<file path="config.mk">
export PLATFORM = sky130hd
export DESIGN_NAME = game_timer
export DESIGN_NICKNAME = d
export VERILOG_FILES = /design/src/rtl/game_timer.sv
export SDC_FILE = /design/constraint.sdc
export NUM_CORES = 1
export LEC_CHECK = 0
export BUFFER_PORTS_ARGS = -buffer_cell sky130_fd_sc_hd__clkbuf_2
export CAP_MARGIN = 10
export CORE_UTILIZATION = 30
export DETAILED_ROUTE_END_ITERATION = 8
export GPL_TIMING_DRIVEN = 1
export PLACE_DENSITY = 0.58
export SLEW_MARGIN = 40
export SYNTH_ARGS = -nofsm -noshare
export SYNTH_HDL_FRONTEND = slang
export SYNTH_SLANG_ARGS = --single-unit
</file>
<file path="constraint.sdc">
create_clock -name clk -period 2.08 [get_ports clk]
set_input_delay 0.416 -clock clk [delete_from_list [all_inputs] [get_ports clk]]
set_output_delay 0.416 -clock clk [all_outputs]
set_load 0.05 [all_outputs]
</file>
<file path="src/rtl/game_timer.sv">
`default_nettype none
// ============================================================================
// Module  : game_timer
// Brief   : BCD stopwatch (MM:SS.hh) with start/stop/clear control and
//           saturation at 99:59.99; feeds the display rotator.
// Rev     : 1.0
// ============================================================================
module game_timer #(
    parameter int TICK_DIV = 1000000
) (
    input  logic       clk,
    input  logic       rst,
    input  logic       start,
    input  logic       stop,
    input  logic       clear,
    output logic [3:0] digit0,
    output logic [3:0] digit1,
    output logic [3:0] digit2,
    output logic [3:0] digit3,
    output logic [3:0] digit4,
    output logic [3:0] digit5,
    output logic [3:0] digit6,
    output logic [3:0] digit7,
    output logic       running,
    output logic       saturated
);

    localparam int              c_PW      = (TICK_DIV > 2) ? $clog2(TICK_DIV) : 1;
    localparam logic [c_PW-1:0] c_PRE_MAX = c_PW'(TICK_DIV - 1);
    localparam logic [c_PW-1:0] c_PRE_ONE = c_PW'(1);

    localparam logic [1:0] S_IDLE    = 2'd0;
    localparam logic [1:0] S_RUNNING = 2'd1;
    localparam logic [1:0] S_STOPPED = 2'd2;
    localparam logic [1:0] S_SAT     = 2'd3;

    logic [1:0]      r_state;
    logic [1:0]      w_state_nxt;
    logic [c_PW-1:0] r_pre;
    logic            r_running;
    logic            r_saturated;
    logic [3:0]      r_h0, r_h1, r_s0, r_s1, r_m0, r_m1;
    logic [3:0]      w_h0, w_h1, w_s0, w_s1, w_m0, w_m1;
    logic            w_tick;
    logic            w_at_max;

    assign w_tick   = (r_state == S_RUNNING) && (r_pre == c_PRE_MAX);
    assign w_at_max = (r_m1 == 4'd9) && (r_m0 == 4'd9) && (r_s1 == 4'd5) &&
                      (r_s0 == 4'd9) && (r_h1 == 4'd9) && (r_h0 == 4'd9);

    always_comb begin
        w_state_nxt = r_state;
        if (clear) begin
            w_state_nxt = S_IDLE;
        end else begin
            case (r_state)
                S_IDLE, S_STOPPED: if (start) w_state_nxt = S_RUNNING;
                S_RUNNING: begin
                    // A tick coinciding with stop still lands before pausing.
                    if (w_tick && w_at_max) w_state_nxt = S_SAT;
                    else if (stop)          w_state_nxt = S_STOPPED;
                end
                default: w_state_nxt = r_state;
            endcase
        end
    end

    // Ripple-carry BCD increment resolved entirely within one cycle.
    always_comb begin
        w_h0 = r_h0;
        w_h1 = r_h1;
        w_s0 = r_s0;
        w_s1 = r_s1;
        w_m0 = r_m0;
        w_m1 = r_m1;
        if (r_h0 != 4'd9) begin
            w_h0 = r_h0 + 4'd1;
        end else begin
            w_h0 = 4'd0;
            if (r_h1 != 4'd9) begin
                w_h1 = r_h1 + 4'd1;
            end else begin
                w_h1 = 4'd0;
                if (r_s0 != 4'd9) begin
                    w_s0 = r_s0 + 4'd1;
                end else begin
                    w_s0 = 4'd0;
                    if (r_s1 != 4'd5) begin
                        w_s1 = r_s1 + 4'd1;
                    end else begin
                        w_s1 = 4'd0;
                        if (r_m0 != 4'd9) begin
                            w_m0 = r_m0 + 4'd1;
                        end else begin
                            w_m0 = 4'd0;
                            w_m1 = r_m1 + 4'd1;
                        end
                    end
                end
            end
        end
    end

    always_ff @(posedge clk) begin
        if (rst || clear) begin
            r_state     <= S_IDLE;
            r_pre       <= '0;
            r_running   <= 1'b0;
            r_saturated <= 1'b0;
            r_h0        <= 4'd0;
            r_h1        <= 4'd0;
            r_s0        <= 4'd0;
            r_s1        <= 4'd0;
            r_m0        <= 4'd0;
            r_m1        <= 4'd0;
        end else begin
            r_state     <= w_state_nxt;
            r_running   <= (w_state_nxt == S_RUNNING);
            r_saturated <= (w_state_nxt == S_SAT);
            // Prescaler holds outside RUNNING so a resume keeps the partial hundredth.
            if (r_state == S_RUNNING) begin
                r_pre <= w_tick ? '0 : r_pre + c_PRE_ONE;
            end
            if (w_tick && !w_at_max) begin
                r_h0 <= w_h0;
                r_h1 <= w_h1;
                r_s0 <= w_s0;
                r_s1 <= w_s1;
                r_m0 <= w_m0;
                r_m1 <= w_m1;
            end
        end
    end

    assign digit0    = r_h0;
    assign digit1    = r_h1;
    assign digit2    = r_s0;
    assign digit3    = r_s1;
    assign digit4    = r_s0;
    assign digit5    = r_s1;
    assign digit6    = r_m0;
    assign digit7    = r_m1;
    assign running   = r_running;
    assign saturated = r_saturated;

endmodule
`default_nettype wire

</file>
==> run metrics, run 1 <==
worst min-delay path class=primary input to flip-flop; Syn Area/Cell=8.72 um2; Sw Share=21.4%; fin cells=441; Largest stage delay, worst path=380 ps; NetSw=361 uW; initial antenna violation count=0; Hold WS=282 ps; top-count cell post-synth=dfxtp_1; Starting Density=31.3%; Worst slew margin=71.0%; Reg clk slew, reported paths=90 ps; port bufs=38; Worst Setup Path Type=flip-flop to flip-flop; drt pass-1 iters=4; Netlist cell types=50; Inserted Clock Buffers=5; Combinational Power Share=2.8%; DR iter-0 viols=89; gr ovfl total=0; dpl cell area=2870 um2; r2r worst-path depth=8; All-Layer GR Usage=13.3%; final hold violation count=0; met3 routed WL=189 um; clock share of power=42.7%; hold path cells=2; drt drc=0; clk sink count=48; Layout area overhead=27.0%; Die Wd=92.2 um; met2 WL post-DR=2760 um; clk buf depth=2; cell row count=32; Yosys warnings=0; fmax=501 MHz; fin crit share=96.0%; part of the power in registers=54.5%; Final Cell Area=3100 um2; vias in the first global route=1993; Cell Area, Synth=2440 um2; capturing element type of the critical path=flip-flop; WP data required=2270 ps; Via density=4.79; Commonest cells post-synth=48 x dfxtp_1, 44 x nor2_1, 16 x nand3_1; CTS tree=built; Avg WL per Cell=12.5 um; die footprint=8510 um2; Worst-Margin Slew=435 ps; global-route wire length before repair=9110 um; CP Depth=8; setup TNS=0 ps; top-area cell type share of the netlist area=39.3%; Top Ports=39; max-cap viol count=0; Seq/Total Area, Yosys=39.3%; synthesized netlist cell count=280; Post-DRT Antenna Nets=0; wl on met1=2490 um; pin count of the biggest net entering global routing=21; top sig layer=met4; Period minus WS final=2000 ps; Detailed Place HPWL=3950 um; clk_lat worst skew=300 ps; power density over cell area=545 nW/um2; H-tree depth=2; share of cells above drive strength 1=32.2%; final setup violation count=0; EDFF count, synth=0; CTS Root Cell=clkbuf_8; Post-Route WL=5490 um; Die H=92.2 um; ys flop type=dfxtp_1; syn_nets=288; total vias in the final route=2114; Post-synth ARST share=0%; critical path arrival=2180 ps; top cells by area, synth=dfxtp_1 39%, nor2_1 6.8%, xnor2_1 5.4%; Floorplan Core Area=7810 um2; Peak VDD IR=0.334 mV; # diodes=0; slowest cell on the critical path=dfxtp_4; Leak=0.00122 uW; fillers=781; critical path, cell by cell=ha_4 > and3b_2 > and2_1 > nand4_1 > buf_4 > or3_1 > nor4_2 > nor3_1; CP Max Fanout=5; final slew viol count=0; Fin Clk Skew=6.69 ps; fin nets=346; crit-path leading delay family=simple AND/OR/NAND/NOR gates; Yosys top cell by area=dfxtp_1; Crit path buffers/inverters=1; FF+latch count, synth=48; Int Pwr=1330 uW; gpl congestion=0.786; crit path launch type=flip-flop; outcome=finished, final reports clean; placed cells=429
[layout by cell type (no fill, tap or decap), types with 2 or more instances in the layout]
master	n
a21oi_1	12
a31o_2	2
a31oi_1	3
and2_1	4
and3_1	5
and3b_2	3
and4bb_1	2
buf_4	28
clkbuf_2	38
clkbuf_8	6
dfxtp_1	37
dfxtp_2	9
dfxtp_4	2
ha_1	2
inv_1	10
mux2i_1	4
nand2_1	13
nand2b_1	2
nand3_1	14
nand3_2	2
nand4_1	10
nand4b_1	2
nor2_1	44
nor2b_1	7
nor3_1	5
nor3_4	2
nor4_2	3
o21ai_0	4
o311ai_0	2
or3_1	3
or4_1	3
xnor2_1	15
xor2_1	14
[cells by family (layout without fill, tap and decap cells)]
kind of cell / count (synthesis) / count (layout) / share of synthesized area, %
compound gates: 28 / 28 / 7.38
simple gates: 142 / 142 / 34.1
mux: 4 / 4 / 1.64
fa+ha+maj: 3 / 3 / 1.54
buf+inv: 26 / 85 / 5.58
xor+xnor: 29 / 29 / 10.4
flops: 48 / 48 / 39.3
[repair_timing]
| item | in CTS | in global routing |
|---|---|---|
| buffers inserted | 0 | 5 |
| endpoints found under the setup margin | 0 | 13 |
| hold buffers | 0 | 0 |
| resized for setup | 0 | 18 |
[per-stage QoR]
| step | worst slack, ps | utilization [%] | power, uW |
|---|---|---|---|
| after floorplan | 3.05 | - | 969 |
| after global placement | 40.7 | 36.8 | 991 |
| after detailed placement | 28.0 | 36.8 | 991 |
| after CTS | 13.2 | 38.3 | 1720 |
| after global routing | -47.6 | 39.7 | 1750 |
| final | 83.6 | 39.7 | 1690 |
[routing by layer]
layer,up-vias,global-route usage [%]
met5,-,0
met1,985,16.9
li1,1086,-
met3,7,3.15
met2,36,22.3
met4,0,3.65
[flip-flops by register name, summed over array words and instances (netlist names)]
name / cells
digit0: 4
digit1: 4
digit2: 4
digit3: 4
digit6: 4
digit7: 4
r_pre: 20
r_state: 2
running: 1
saturated: 1
[worst reg2reg max path, stage by stage, from the launching register on]
cell and delay (ps):
dfxtp_4 380, ha_4 120, and3b_2 240, and2_1 180, nand4_1 100, buf_4 180, or3_1 370, nor4_2 240
nor3_1 70
[layout make-up]
| class | instances | area (um2) | share of cell area (%) |
|---|---|---|---|
| clock inverters | 2 | 38.8 | 1.25 |
| flip-flops and latches | 48 | 980 | 31.6 |
| inverters | 10 | 37.5 | 1.21 |
| multi-input cells | 206 | 1420 | 45.6 |
| repair buffers | 67 | 420 | 13.5 |
| well taps | 102 | 128 | 4.11 |
| clock buffers | 6 | 82.6 | 2.66 |
[worst paths after layout]
check / startpoint / endpoint / slack [ps]
setup / recovery: r_pre[0] / digit6[3] / 80
hold / removal: rst / r_state[1] / 280
setup reg to reg: r_pre[0] / digit6[3] / 80
hold reg to reg: r_pre[0] / r_pre[0] / 510
[power groups by stage]
stage               clock [uW]  combinational [uW]  sequential, uW
floorplan                    0                21.6             948
global placement             0                46.8             944
detailed placement           0                47.2             944
CTS                        748                47.5             922
global route               778                51.1             921
finish                     722                47.5             920
Power figures use the tool's default switching activity.
==> run 2, diff against run 1 <==
Settings changed: CTS_BUF_LIST set to sky130_fd_sc_hd__clkbuf_4 sky130_fd_sc_hd__clkbuf_8, PLACE_DENSITY 0.58 to unset.
==> run 2 against run 1 <==
Highest routed layer unchanged. Clock skew up 4.1 ps. Critical path type unchanged. First-iteration DRC count shrank 43%. Wire length decreased by 4.3%.
==> run metrics, run 2 (same netlist as run 1, synthesis figures left out) <==
commonest cells after routing, fill and taps aside=44 x nor2_1, 38 x clkbuf_2, 37 x dfxtp_1; dpl cell area=2860 um2; Post-Route WL=5250 um; Worst slew margin=70.6%; clk_lat worst skew=310 ps; slowest cell on the critical path=or4_1; Leak=0.00119 uW; Floorplan Core Area=7810 um2; die footprint=8510 um2; Crit path buffers/inverters=0; WP data required=2310 ps; largest register by flop count=r_pre; capturing element type of the critical path=flip-flop; initial antenna violation count=0; Layout area overhead=23.5%; Avg WL per Cell=12.0 um; Reg clk slew, reported paths=90 ps; Post-DRT Antenna Nets=0; cell row count=32; Die H=92.2 um; final slew viol count=0; total vias in the final route=2094; Die Wd=92.2 um; # diodes=0; fin crit share=94.0%; H-tree depth=2; worst min-delay path class=primary input to flip-flop; r2r worst-path depth=7; vias in the first global route=1929; Inserted Clock Buffers=5; share of cells above drive strength 1=30.1%; commonest non-fill, non-tap cell in the layout=nor2_1; CP Depth=7; drt drc=0; Final Cell Area=3020 um2; final hold violation count=0; gr ovfl total=0; CP Max Fanout=9; drt pass-1 iters=5; fmax=512 MHz; clk buf depth=2; CTS Root Cell=clkbuf_8; Period minus WS final=1950 ps; Peak VDD IR=0.220 mV; gpl congestion=0.770; power density over cell area=520 nW/um2; Top Ports=39; Pwr Total=1570 uW; DR iter-0 viols=51; Fin Clk Skew=10.8 ps; global-route wire length before repair=8850 um; All-Layer GR Usage=12.9%; critical path arrival=2180 ps; Via density=4.78; crit-path most repeated cell=and3b_2; CTS tree=built; port bufs=38; max reg flops=20; hold path cells=2; Hold WS=289 ps; critical path, cell by cell=ha_1 > and3b_2 > nand3_2 > and3b_2 > nand2_4 > or4_1 > a31oi_1; final setup violation count=0; pin count of the biggest net entering global routing=23; max-cap viol count=0; crit-path leading delay family=simple AND/OR/NAND/NOR gates; Worst-Margin Slew=440 ps; Layout Utilization=38.6%; Largest stage delay, worst path=470 ps; crit path launch type=flip-flop; Worst Setup Path Type=flip-flop to flip-flop; Starting Density=31.3%; outcome=finished, final reports clean; Detailed Place HPWL=3830 um; hold_buf cts=0; fin nets=343; clk sink count=48
run 2: layer usage:
metal	share of wire, %	GRT usage, %	routed length (um)	vias to the layer above
li1	-	-	-	1074
met1	47	16.9	2480	980
met2	48	21.0	2530	31
met3	3.3	2.65	171	9
met4	1.4	4.69	75	0
met5	0	0	0	-
run 2: worst paths after layout:
kind | from | end | slack (ps)
max | r_pre[0] | digit1[3] | 130
min | rst | r_state[1] | 290
max reg2reg | r_pre[0] | digit1[3] | 130
min reg2reg | r_pre[1] | r_pre[1] | 490
run 2: timing repair:
item,4_1_cts,5_1_grt
setup buffers,0,3
resized for setup,0,9
setup endpoints to repair,0,12
run 2: where the power goes:
group	switching [uW]	total, uW	leakage (uW)	internal, uW
logic	29.1	45.9	0.000748	16.8
clock network	328	601	0.0000516	272
registers	1.64	922	0.000392	921
total	359	1570	0.00119	1210
run 2: final cells by class:
type	count	area [um2]
inverter	10	37.5
timing repair buffer	64	398
multi-input combinational	206	1380
tap	102	128
sequential	48	975
clock buffer	6	82.6
clock inverter	2	13.8
fill	788	4790
run 2: metrics by stage:
| step | setup TNS, ps | setup slack [ps] | std cells |
|---|---|---|---|
| 2_1_floorplan | 0 | 3.05 | 280 |
| 3_3_place_gp | 0 | 103 | 427 |
| 3_5_place_dp | 0 | 48.0 | 427 |
| 4_1_cts | 0 | 18.3 | 435 |
| 5_1_grt | -20.6 | -20.6 | 438 |
| 6_report | 0 | 125 | 438 |
